==> config.mk <==
export PLATFORM = sky130hd
export DESIGN_NAME = lsu_mem_port_flat
export DESIGN_NICKNAME = d
export VERILOG_FILES = /design/src/rtl/lsu_mem_port_if.sv /design/src/rtl/lsu_mem_port.sv /design/src/flat_wrapper.sv
export SDC_FILE = /design/constraint.sdc
export NUM_CORES = 1
export LEC_CHECK = 0
export CELL_PAD_IN_SITES_DETAIL_PLACEMENT = 1
export CELL_PAD_IN_SITES_GLOBAL_PLACEMENT = 2
export CORE_UTILIZATION = 38
export CTS_CLUSTER_SIZE = 14
export DETAILED_ROUTE_END_ITERATION = 8
export DONT_BUFFER_PORTS = 1
export MAX_ROUTING_LAYER = met4
export PLACE_DENSITY_LB_ADDON = 0.1
export SLEW_MARGIN = 5
export SYNTH_ARGS = -nofsm -noshare
export SYNTH_HDL_FRONTEND = slang
export SYNTH_SLANG_ARGS = --single-unit
==> constraint.sdc <==
create_clock -name clk -period 2.6 [get_ports clk]
set_clock_uncertainty 0.15 [all_clocks]
set_input_delay 0.39 -clock clk [delete_from_list [all_inputs] [get_ports clk]]
set_output_delay 0.39 -clock clk [all_outputs]
set_load 0.01 [all_outputs]
==> src/rtl/lsu_mem_port_if.sv <==
// Bundles the pipeline request/response handshakes and the data_memory port of lsu_mem_port.
// The slave modport is the LSU's view; the master modport is the pipeline/memory environment.
interface lsu_mem_port_if;
    logic        req_valid;
    logic        req_ready;
    logic        req_we;
    logic [31:0] req_addr;
    logic [31:0] req_wdata;
    logic [2:0]  req_funct3;

    logic        resp_valid;
    logic        resp_ready;
    logic [31:0] resp_rdata;
    logic        resp_err;

    logic [31:0] data_addr;
    logic [31:0] w_data_mem;
    logic        r_en_mem;
    logic        w_en_mem;
    logic [1:0]  byte_sel;
    logic [31:0] r_data_mem;

    modport slave (
        input  req_valid, req_we, req_addr, req_wdata, req_funct3,
        input  resp_ready, r_data_mem,
        output req_ready, resp_valid, resp_rdata, resp_err,
        output data_addr, w_data_mem, r_en_mem, w_en_mem, byte_sel
    );

    modport master (
        output req_valid, req_we, req_addr, req_wdata, req_funct3,
        output resp_ready, r_data_mem,
        input  req_ready, resp_valid, resp_rdata, resp_err,
        input  data_addr, w_data_mem, r_en_mem, w_en_mem, byte_sel
    );
endinterface

==> src/rtl/lsu_mem_port.sv <==
// Load/store initiator between the MEM stage and data_memory: one request at a time,
// single-cycle memory access, extended and registered load response, error rejection.
module lsu_mem_port #(
    parameter int DROM_SPACE = 1024
) (
    input  logic           clk,
    input  logic           rst,
    lsu_mem_port_if.slave  bus
);

    typedef enum logic [1:0] {
        IDLE   = 2'b00,
        ACCESS = 2'b01,
        RESP   = 2'b10
    } state_t;

    state_t      state;
    state_t      state_next;

    logic        we_q;
    logic [31:0] addr_q;
    logic [31:0] wdata_q;
    logic [2:0]  funct3_q;
    logic [31:0] rdata_q;
    logic        err_q;

    logic [2:0]  req_size;
    logic [32:0] req_end;
    logic        req_err;
    logic [31:0] load_data;

    // The end address is formed in 33 bits so a request wrapping past 2^32 is out of range.
    always_comb begin
        case (bus.req_funct3[1:0])
            2'b00:   req_size = 3'd1;
            2'b01:   req_size = 3'd2;
            default: req_size = 3'd4;
        endcase
        req_end = {1'b0, bus.req_addr} + {30'd0, req_size};
        req_err = (bus.req_funct3 == 3'b011)
                | (bus.req_funct3[2:1] == 2'b11)
                | (bus.req_we & bus.req_funct3[2])
                | ((bus.req_funct3[1:0] == 2'b01) & bus.req_addr[0])
                | ((bus.req_funct3[1:0] == 2'b10) & (bus.req_addr[1:0] != 2'b00))
                | (req_end > 33'(DROM_SPACE));
    end

    always_comb begin
        case (funct3_q)
            3'b000:  load_data = {{24{bus.r_data_mem[7]}}, bus.r_data_mem[7:0]};
            3'b100:  load_data = {24'd0, bus.r_data_mem[7:0]};
            3'b001:  load_data = {{16{bus.r_data_mem[15]}}, bus.r_data_mem[15:0]};
            3'b101:  load_data = {16'd0, bus.r_data_mem[15:0]};
            default: load_data = bus.r_data_mem;
        endcase
    end

    always_ff @(posedge clk or negedge rst) begin
        if (!rst) begin
            state <= IDLE;
        end else begin
            state <= state_next;
        end
    end

    // Memory-port outputs decode only from the state and the latched request.
    always_comb begin
        state_next     = state;
        bus.req_ready  = 1'b0;
        bus.resp_valid = 1'b0;
        bus.data_addr  = 32'd0;
        bus.w_data_mem = 32'd0;
        bus.r_en_mem   = 1'b0;
        bus.w_en_mem   = 1'b0;
        bus.byte_sel   = 2'b00;
        case (state)
            IDLE: begin
                bus.req_ready = 1'b1;
                if (bus.req_valid) begin
                    state_next = req_err ? RESP : ACCESS;
                end
            end
            ACCESS: begin
                bus.data_addr = addr_q;
                bus.byte_sel  = funct3_q[1:0];
                if (we_q) begin
                    bus.w_en_mem   = 1'b1;
                    bus.w_data_mem = wdata_q;
                end else begin
                    bus.r_en_mem = 1'b1;
                end
                state_next = RESP;
            end
            RESP: begin
                bus.resp_valid = 1'b1;
                if (bus.resp_ready) begin
                    state_next = IDLE;
                end
            end
            default: begin
                state_next = IDLE;
            end
        endcase
    end

    always_ff @(posedge clk or negedge rst) begin
        if (!rst) begin
            we_q     <= 1'b0;
            addr_q   <= 32'd0;
            wdata_q  <= 32'd0;
            funct3_q <= 3'd0;
            rdata_q  <= 32'd0;
            err_q    <= 1'b0;
        end else begin
            case (state)
                IDLE: begin
                    if (bus.req_valid) begin
                        we_q     <= bus.req_we;
                        addr_q   <= bus.req_addr;
                        wdata_q  <= bus.req_wdata;
                        funct3_q <= bus.req_funct3;
                        rdata_q  <= 32'd0;
                        err_q    <= req_err;
                    end
                end
                ACCESS: begin
                    rdata_q <= we_q ? 32'd0 : load_data;
                    err_q   <= 1'b0;
                end
                default: begin
                end
            endcase
        end
    end

    assign bus.resp_rdata = rdata_q;
    assign bus.resp_err   = err_q;

endmodule

==> src/flat_wrapper.sv <==
// flat-port wrapper written by rule: the top's interface ports become plain ports
module lsu_mem_port_flat 
#(
    parameter int DROM_SPACE = 1024
)
  (clk, rst, bus_req_valid, bus_req_we, bus_req_addr, bus_req_wdata, bus_req_funct3, bus_resp_ready, bus_r_data_mem, bus_req_ready, bus_resp_valid, bus_resp_rdata, bus_resp_err, bus_data_addr, bus_w_data_mem, bus_r_en_mem, bus_w_en_mem, bus_byte_sel);
  lsu_mem_port_if bus_i ();
  input  logic clk;
  input  logic rst;
  input wire logic [$bits(bus_i.req_valid)-1:0] bus_req_valid;
  input wire logic [$bits(bus_i.req_we)-1:0] bus_req_we;
  input wire logic [$bits(bus_i.req_addr)-1:0] bus_req_addr;
  input wire logic [$bits(bus_i.req_wdata)-1:0] bus_req_wdata;
  input wire logic [$bits(bus_i.req_funct3)-1:0] bus_req_funct3;
  input wire logic [$bits(bus_i.resp_ready)-1:0] bus_resp_ready;
  input wire logic [$bits(bus_i.r_data_mem)-1:0] bus_r_data_mem;
  output wire logic [$bits(bus_i.req_ready)-1:0] bus_req_ready;
  output wire logic [$bits(bus_i.resp_valid)-1:0] bus_resp_valid;
  output wire logic [$bits(bus_i.resp_rdata)-1:0] bus_resp_rdata;
  output wire logic [$bits(bus_i.resp_err)-1:0] bus_resp_err;
  output wire logic [$bits(bus_i.data_addr)-1:0] bus_data_addr;
  output wire logic [$bits(bus_i.w_data_mem)-1:0] bus_w_data_mem;
  output wire logic [$bits(bus_i.r_en_mem)-1:0] bus_r_en_mem;
  output wire logic [$bits(bus_i.w_en_mem)-1:0] bus_w_en_mem;
  output wire logic [$bits(bus_i.byte_sel)-1:0] bus_byte_sel;
  assign bus_i.req_valid = bus_req_valid;
  assign bus_i.req_we = bus_req_we;
  assign bus_i.req_addr = bus_req_addr;
  assign bus_i.req_wdata = bus_req_wdata;
  assign bus_i.req_funct3 = bus_req_funct3;
  assign bus_i.resp_ready = bus_resp_ready;
  assign bus_i.r_data_mem = bus_r_data_mem;
  assign bus_req_ready = bus_i.req_ready;
  assign bus_resp_valid = bus_i.resp_valid;
  assign bus_resp_rdata = bus_i.resp_rdata;
  assign bus_resp_err = bus_i.resp_err;
  assign bus_data_addr = bus_i.data_addr;
  assign bus_w_data_mem = bus_i.w_data_mem;
  assign bus_r_en_mem = bus_i.r_en_mem;
  assign bus_w_en_mem = bus_i.w_en_mem;
  assign bus_byte_sel = bus_i.byte_sel;
  lsu_mem_port #(.DROM_SPACE(DROM_SPACE)) u_core (.clk(clk), .rst(rst), .bus(bus_i));
endmodule
# Yosys cells after proc, flatten, opt, wreduce, memory -nomap -nowiden
# Index checks and enable logic that the tools add are counted.
word_totals:
  regBits: 103
  in_bits: 104
  output_inout_bits: 103
  wordCells: 57
op_classes:
  n_addsub: 1
  order_cmp: 1
  eq_ne: 11
  mux: 21
  bitwise_logic: 8
  n_reduce_logical: 8
ops:
  columns: ["cell", "n"]
  rows:
  - ["$mux 32", 5]
  - ["$pmux 32 s4", 1]
  - ["$pmux 32 s2", 1]
  - ["$add 32x3->33", 1]
  - ["$gt 33x11->1 const B", 1]
  - ["$mux 2", 4]
  - ["$mux 1", 7]
  - ["$eq 2x2->1 const B", 3]
  - ["$eq 3x3->1 const B", 2]
  - ["$pmux 2 s3", 1]
  - ["$pmux 3 s2", 1]
  - ["$reduce_and 2->1", 3]
  - ["$or 1x1->1", 5]
  - ["$eq 2x1->1 const B", 2]
  - ["$logic_not 2->1", 2]
  - ["$ne 2x2->1 const B", 2]
  - ["$reduce_bool 2->1", 2]
  - ["$and 1x1->1", 3]
  - ["$eq 3x1->1 const B", 1]
  - ["$eq 3x2->1 const B", 1]
  - ["$logic_not 3->1", 1]
  - ["$pmux 1 s2", 1]

# Longest topological paths before layout
# Gate-level depths: netlist of the first run.
depth:
  depth_word: 9
  mapped_depth: 11
  ltp_nobuf: 11

# Least setup slack after synthesis of the first run
# OpenSTA, ideal clock, no wires.
synth_path:
  path_kind: "input to register"
  from: "in bus_req_funct3[1]"
  to: "reg u_core.state[1]"
  setup_time_ps: 125
  arrival_time_ps: 2385
  required_ps: 2325
  path_slack_ps: -60
  stages: 11
  path_buffers: 0
  path_cell_list: "nor2_1 > ha_1 > fa_1 > a21o_1 > and2_1 > a2111oi_0 > a41oi_1 > a21oi_1 > nand4_1 > nor3_2 > o21ai_1"
synth_via:
  elab_chain_cells: 9
  word_cells_on_any_way: 18
  cone_classes: "add/sub (1); order compare (1); eq/ne (4); mux (4); bitwise (7); reduce/logical (1)"
synth_rtl:
  columns: ["item", "line_no", "rtl"]
  rows:
  - ["start: declaration", "flat_wrapper.sv:14", "input wire logic [$bits(bus_i.req_funct3)-1:0] bus_req_funct3;"]
  - ["parallel branches: the longest is 5 deep, another holds $add 32x3->33", null, null]
  - ["$or 1x1->1 (*)", "lsu_mem_port.sv:45", "| (req_end > 33'(DROM_SPACE));"]
  - ["$mux 2 (*)", "lsu_mem_port.sv:80", "state_next = req_err ? RESP : ACCESS;"]
  - ["$mux 2 (*)", "lsu_mem_port.sv:79", "if (bus.req_valid) begin"]
  - ["$pmux 2 s3 (*)", "lsu_mem_port.sv:76", "case (state)"]
  - ["end signal: assignment", "lsu_mem_port.sv:62", "state <= state_next;"]
  - ["end: declaration", "lsu_mem_port.sv:17", "state_t state;"]
# Every way passes the cells marked *. The select of a mux whose other input is x is not followed.
# A chain may end at the register's enable or synchronous reset.

# Worst setup path after layout of the first run
# Same ends and word-level chain as after synthesis.

==> out/qor.csv, run 1 <==
stage;metric;value;unit
layout;num_antenna_cells;0;
logic_synthesis;seq_area_frac_synth;48.27;%
clocking;cts_made_buffers;9;
clocking;clkSinkCount;103;
global_route;grtUsageTotal;20.36;%
logic_synthesis;synth_cell_types;61;
global_route;grt.overflow.total;0;
logic_synthesis;ys_ff_latch;103;
route;ant_nets;0;
place;dp_hpwl;10.27;mm
logic_synthesis;synth_top_area_cell;dfrtp_1;
route;avgViaCountPerCell;5.666;
hold_path;hp-class;in2async;
layout;area_growth;11.11;%
clocking;post-cts-setup-buffers;0;
floorplan;die_h;120.5;um
logic_synthesis;yosysTopAreaCellShare;48.27;%
layout;nFillCells;1510;
logic_synthesis;synthCells;495;
pwr;p_leak;2.626;nW
clocking;cts_tree;done;
route;drc;0;
floorplan;design.core.area;13450;um2
clocking;cts_buffer_depth;2;
global_route;grt_max_degree;104;
layout;fin_util;44.10;%
sta;hold_viol;103;
worst_setup_path;cp-end-kind;flop;
sta;rsz0062_at_grt;false;
route;wirelength;14.01;mm
global_route;grt_pass1_vias;3996;
status;violations;hold timing;
logic_synthesis;ys_top_cells_by_area;dfrtp_1, mux2_2, and2_1;
logic_synthesis;postSynthAreaPerCell;10.79;um2
logic_synthesis;synth_flop_cell;dfrtp_1;
floorplan;dieArea;14530;um2
logic_synthesis;synth_edf_count;0;
logic_synthesis;synthArstFlopShare;100.0;%
sta;drv_slew;0;
worst_setup_path;cpPeakStageDelay;390;ps
route;wl_per_cell;20.79;um
floorplan;std_cell_rows;42;
route;firstDrtPassIters;4;
logic_synthesis;syn_nets;603;
layout;drive_gt1_share;24.70;%
run;cap_viol_max_count;0;
worst_setup_path;cpMaxStageDelayCell;fa_2;
global_route;grt_pass1_wl;21.91;mm
clocking;cts_root_buf;clkbuf_16;
route;vias;3819;
worst_setup_path;cp.arrival;2490;ps
sta;holdWs;-424.2;ps
worst_setup_path;worstPathRequired;2680;ps
place;placed_area;5600;um2
sta;fmax;414.9;MHz
logic_synthesis;ys.warnings.count;0;
pwr;power.density;676.2;nW/um2
place;gp_congestion;0.7777;
floorplan;fp.dieW;120.5;um
pwr;peakVddDrop;0.3271;mV
sta;slew_headroom;64.25;%
sta;worst_slew_pin_slew;530.6;ps
sta;min_period_over_period;92.70;%
worst_setup_path;cp.buffers_inverters;0;
clocking;cts.htree.levels;3;
worst_setup_path;cp_top_family;compound AO/OA/AOI/OAI gates;
clocking;path_clk_slew;70;ps
worst_setup_path;start_kind;input port;
logic_synthesis;syn_area;5340;um2
route;drtIter0Drc;131;
global_route;antenna_found_initial;0;
floorplan;pin_count;207;
place;io_buffers;0;
floorplan;start_util;39.69;%
worst_setup_path;crit_fanout;5;
worst_setup_path;path_cells;nor2_1 > ha_1 > fa_2 > a21o_1 > and2_1 > a2111oi_1 > a41oi_1 > a21oi_1 > nand4_1 > nor3_2 > o21ai_1;
sta;finalCriticalPeriod;2410;ps
worst_setup_path;crit_type;in2reg;
sta;setup_viol_count_final;0;
layout;nNetsFinal;602;
status;status;complete, but fails checks;
layout;finalInstanceArea;5933;um2
clocking;clock_latency;350;ps
per-stage QoR:
| step | setup TNS [ps] | setup slack (ps) | std cells | total power [W] |
|---|---|---|---|---|
| global route | 0 | 10.20 | 674 | 0.004215 |
| detailed placement | -487.7 | -195.0 | 659 | 0.002582 |
| floorplan | 0 | 19.25 | 495 | 0.002421 |
| CTS | 0 | 199.3 | 674 | 0.004073 |
| global placement | -207.7 | -94.67 | 659 | 0.002538 |
| finish | 0 | 189.9 | 674 | 0.004012 |
cells by family (layout without fill, tap and decap cells):
family	after synthesis	in the layout	synth area share [%]
buf+inv	36	39	2.601
xor+xnor	4	4	0.6562
simple gates	197	197	22.24
flops	103	103	48.27
compound gates	79	79	10.05
fa+ha+maj	4	4	1.078
mux	72	72	15.11
what timing repair did:
action / 4_1_cts / 5_1_grt
endpoints found under the hold margin: 103 / 103
resized for setup: 0 / 2
setup endpoints to repair: 0 / 2
power breakdown:
part / switching, W / leakage (nW) / internal (W)
sequential: 0.000122 / 1.28 / 0.00184
combinational: 0.000259 / 1.19 / 0.000317
clock: 0.000598 / 0.154 / 0.000872
total: 0.000978 / 2.63 / 0.00303
final timing paths:
kind	cells past startpoint	slack, ps	startpoint	to
hold / removal	0	-420	rst	u_core.bus.resp_rdata[22]
setup / recovery	11	190	bus_req_funct3[1]	u_core.state[1]
hold reg to reg	1	350	u_core.addr_q[3]	u_core.addr_q[3]
min in group clk	1	30	bus_r_data_mem[7]	u_core.bus.resp_rdata[7]
max in group asynchronous	0	2610	rst	u_core.addr_q[7]
setup reg to reg	5	390	u_core.funct3_q[0]	u_core.bus.resp_rdata[18]
flip-flops by register name, indices dropped and copies added, names as in the netlist:
register / cells
u_core.funct3_q: 3
u_core.addr_q: 32
u_core.bus.resp_err: 1
u_core.we_q: 1
u_core.bus.resp_rdata: 32
u_core.wdata_q: 32
u_core.state: 2
cell usage after synthesis (11+ instances only):
cell        n
dfrtp_1   103
a21oi_1    11
nand2_1    41
nor2b_1    20
o21ai_0    28
and2_1     37
nor2_1     13
a22o_1     16
and3_1     34
mux2_2     68
nand3_1    11
clkbuf_1   30
metal layers:
layer  track usage, %  part of all wire (%)  vias up
met4            7.099                   1.5        0
li1                 -                     -     1768
met2            34.20                    51      124
met1            23.39                    41     1912
met5                -                     0        -
met3            5.566                   6.5       15
cell type report:
cell class	count	area, um2	share of cell area, %
repair buffers	19	142.6	2.404
multi-input cells	356	2653	44.71
inverters	5	18.77	0.3163
clock buffers	11	242.7	4.091
well taps	176	220.2	3.712
flip-flops and latches	103	2577	43.44
clock inverters	4	78.83	1.329
layout by cell type (no fill, tap or decap), types with 3 or more instances in the layout:
cell / Yosys / final
dfrtp_1: 103 / 103
mux2_2: 68 / 68
nand2_1: 41 / 40
and2_1: 37 / 37
and3_1: 34 / 34
o21ai_0: 28 / 28
nor2b_1: 20 / 19
buf_4: 1 / 19
a22o_1: 16 / 16
nor2_1: 13 / 13
nand3_1: 11 / 11
a21oi_1: 11 / 11
clkbuf_16: 0 / 9
nor3_1: 6 / 6
inv_1: 5 / 5
nor4_1: 5 / 4
a41oi_1: 4 / 4
nand3b_1: 3 / 3
nand4_1: 3 / 3
nor4_4: 3 / 3
mux2i_1: 3 / 3
ha_1: 3 / 3
(Power assumes the default switching activity.)
==> run 2, diff against run 1 <==
CORE_MARGIN = 4   (was unset)
RECOVER_POWER = 25   (was unset)
==> out/qor.csv, run 2 (synthesis gave the netlist of run 1 again) <==
stage;metric;value;unit;change
pwr;intPower;0.002976;W;-1.9%
run;cap_viol_max_count;0;;unchanged
sta;fmax;418.8;MHz;+0.94%
sta;worst_slack;212.5;ps;+22.53 ps
place;dp_hpwl;10.91;mm;+6.2%
layout;num_antenna_cells;0;;unchanged
sta;rsz0062_at_grt;false;;
layout;nNetsFinal;603;;+0.17%
worst_setup_path;cp-end-kind;flop;;
pwr;power_frac_comb;15.2;%;+0.8 points
sta;slew_headroom;63.02;%;-1.2 points
route;firstDrtPassIters;4;;unchanged
sta;hold_viol;103;;unchanged
worst_setup_path;cpPeakStageDelay;520;ps;+130 ps
floorplan;design.core.area;13830;um2;+2.8%
status;violations;hold timing;;
pwr;power.density;665.3;nW/um2;-1.6%
place;placed_area;5638;um2;+0.67%
global_route;antenna_found_initial;0;;unchanged
clocking;cts_buffer_depth;2;;unchanged
clocking;clock_latency;340;ps;about the same
floorplan;start_util;38.62;%;-1.1 points
sta;setup_viol_count_final;0;;unchanged
status;status;complete, but fails checks;;
layout;drive_gt1_share;25.00;%;+0.30 points
floorplan;fp.dieW;126.5;um;+5.0%
route;routed.top_layer;met4;;
clocking;path_clk_slew;70;ps;about the same
route;drtIter0Drc;147;;+12%
route;ant_nets;0;;unchanged
route;avgViaCountPerCell;5.684;;+0.31%
sta;min_period_over_period;91.83;%;-0.87 points
floorplan;dieArea;16010;um2;+10%
worst_setup_path;path_cells;nor2_1 > ha_1 > fa_2 > a21o_1 > and2_1 > nand2_1 > or4_1 > o31ai_2 > nand4b_2 > nor3_2 > o21ai_1;;
clocking;clkSinkCount;103;;unchanged
worst_setup_path;crit_type;in2reg;;
clocking;cts_tree;done;;
layout;area_growth;11.50;%;
layout;most-common-layout-cells;dfrtp_1, mux2_2, nand2_1, and2_1, and3_1;;
floorplan;die_h;126.5;um;+5.0%
worst_setup_path;cp.arrival;2460;ps;-30 ps
route;drc;0;;unchanged
pwr;p_leak;2.638;nW;+0.46%
place;gp_congestion;0.7911;;+1.7%
pwr;report.power.total;0.003962;W;-1.3%
sta;drv_slew;0;;unchanged
worst_setup_path;rr_endpoint;u_core.bus.resp_rdata[23];;
route;met2_wirelength;7.463;mm;+5.2%
global_route;grt_pass1_vias;4200;;+5.1%
worst_setup_path;cpMaxStageDelayCell;or4_1;;
clocking;cts_made_buffers;9;;unchanged
pwr;p_seq_share;49.4;%;+0.4 points
layout;finalInstanceArea;5954;um2;+0.36%
floorplan;pin_count;207;;unchanged
global_route;grt.overflow.total;0;;unchanged
clocking;cts.htree.levels;3;;unchanged
global_route;grt_pass1_wl;23.58;mm;+7.6%
global_route;grtUsageTotal;19.04;%;-1.3 points
layout;layout_commonest_cell;dfrtp_1;;
route;met1_length;6.063;mm;+4.6%
worst_setup_path;r2r_cells;6;;+1
worst_setup_path;rr_startpoint;u_core.state[0];;
sta;worst_slew_pin_slew;554.3;ps;+23.75 ps
place;dp_slack;-185.1;ps;+9.892 ps
clocking;cts_root_buf;clkbuf_16;;
pwr;peakVddDrop;0.2911;mV;-11%
worst_setup_path;start_kind;input port;;
pwr;power.switching;0.0009853;W;+0.72%
route;wl_met3;954;um;+4.0%
route;vias;3865;;+1.2%
place;place_inst;664;;+0.76%
layout;instances_no_fill;680;;+0.89%
layout;nFillCells;1495;;-0.99%
worst_setup_path;crit_fanout;5;;unchanged
route;wirelength;14.74;mm;+5.2%
sta;holdWs;-417.6;ps;+6.555 ps
global_route;grt_max_degree;104;;unchanged
clocking;post-cts-setup-buffers;0;;unchanged
pwr;clkPwrFrac;35.4;%;-1.2 points
route;wl_per_cell;21.67;um;+4.3%
place;io_buffers;0;;unchanged
pwr;switching_share;24.87;%;+0.49 points
worst_setup_path;worstPathRequired;2680;ps;about the same
sta;finalCriticalPeriod;2388;ps;-22.53 ps
floorplan;std_cell_rows;43;;+2.4%
hold_path;hp-class;in2async;;
worst_setup_path;rrSetupSlack;550;ps;+160 ps
## run 2: worst max path at each step
stage / start / to / depth (start not counted)
floorplan: bus_req_funct3[1] / u_core.state[1] / 11
global placement: bus_req_funct3[1] / u_core.state[1] / 11
detailed placement: bus_req_funct3[1] / u_core.state[1] / 11
CTS: bus_req_funct3[0] / u_core.state[1] / 10
global route: bus_req_funct3[1] / u_core.state[1] / 11
finish: bus_req_funct3[1] / u_core.state[1] / 11
## run 2: what timing repair did
| action | 4_1_cts | 5_1_grt |
|---|---|---|
| hold endpoints to repair | 103 | 103 |
| resized for setup | 0 | 2 |
| endpoints found under the setup margin | 0 | 2 |
## run 2: routing by layer
metal / vias up / GRT usage (%)
li1: 1784 / -
met1: 1938 / 22.84
met2: 124 / 31.54
met3: 19 / 4.758
met4: 0 / 6.183
met5: - / -
## run 2: area by class of cell
type                    count  area [um2]  area share, %
repair buffers             20       175.2          2.942
clock inverters             4       52.55         0.8825
clock buffers              12       256.5          4.308
flip-flops and latches    103        2577          43.29
inverters                   5       18.77         0.3152
multi-input cells         356        2649          44.48
well taps                 180       225.2          3.782
## run 2: power groups by stage
stage,sequential [W],combinational (W),clock (W)
3_3_place_gp,0.00197,0.000587,0
6_report,0.00196,0.000600,0.00140
3_5_place_dp,0.00199,0.000609,0
4_1_cts,0.00196,0.000610,0.00146
2_1_floorplan,0.00195,0.000473,0
5_1_grt,0.00200,0.000677,0.00153
## run 2: critical path, delay by kind of cell
kind	cells	cell delay [ps]
and+or+nand+nor	6	1300
adders and majority gates	2	450
AOI/OAI and AO/OA	3	320
## run 2: through the flow
stage          TNS [ps]  util [%]
2_1_floorplan         0         -
3_3_place_gp     -224.8     40.77
3_5_place_dp     -426.6     40.77
4_1_cts               0     43.01
5_1_grt               0     43.06
6_report              0     43.06
==> run 3, diff against run 2 <==
CORE_MARGIN = unset   (was 4)
==> results of run 3 <==
The final DEF is identical to that of run 1; final timing and power are the same.
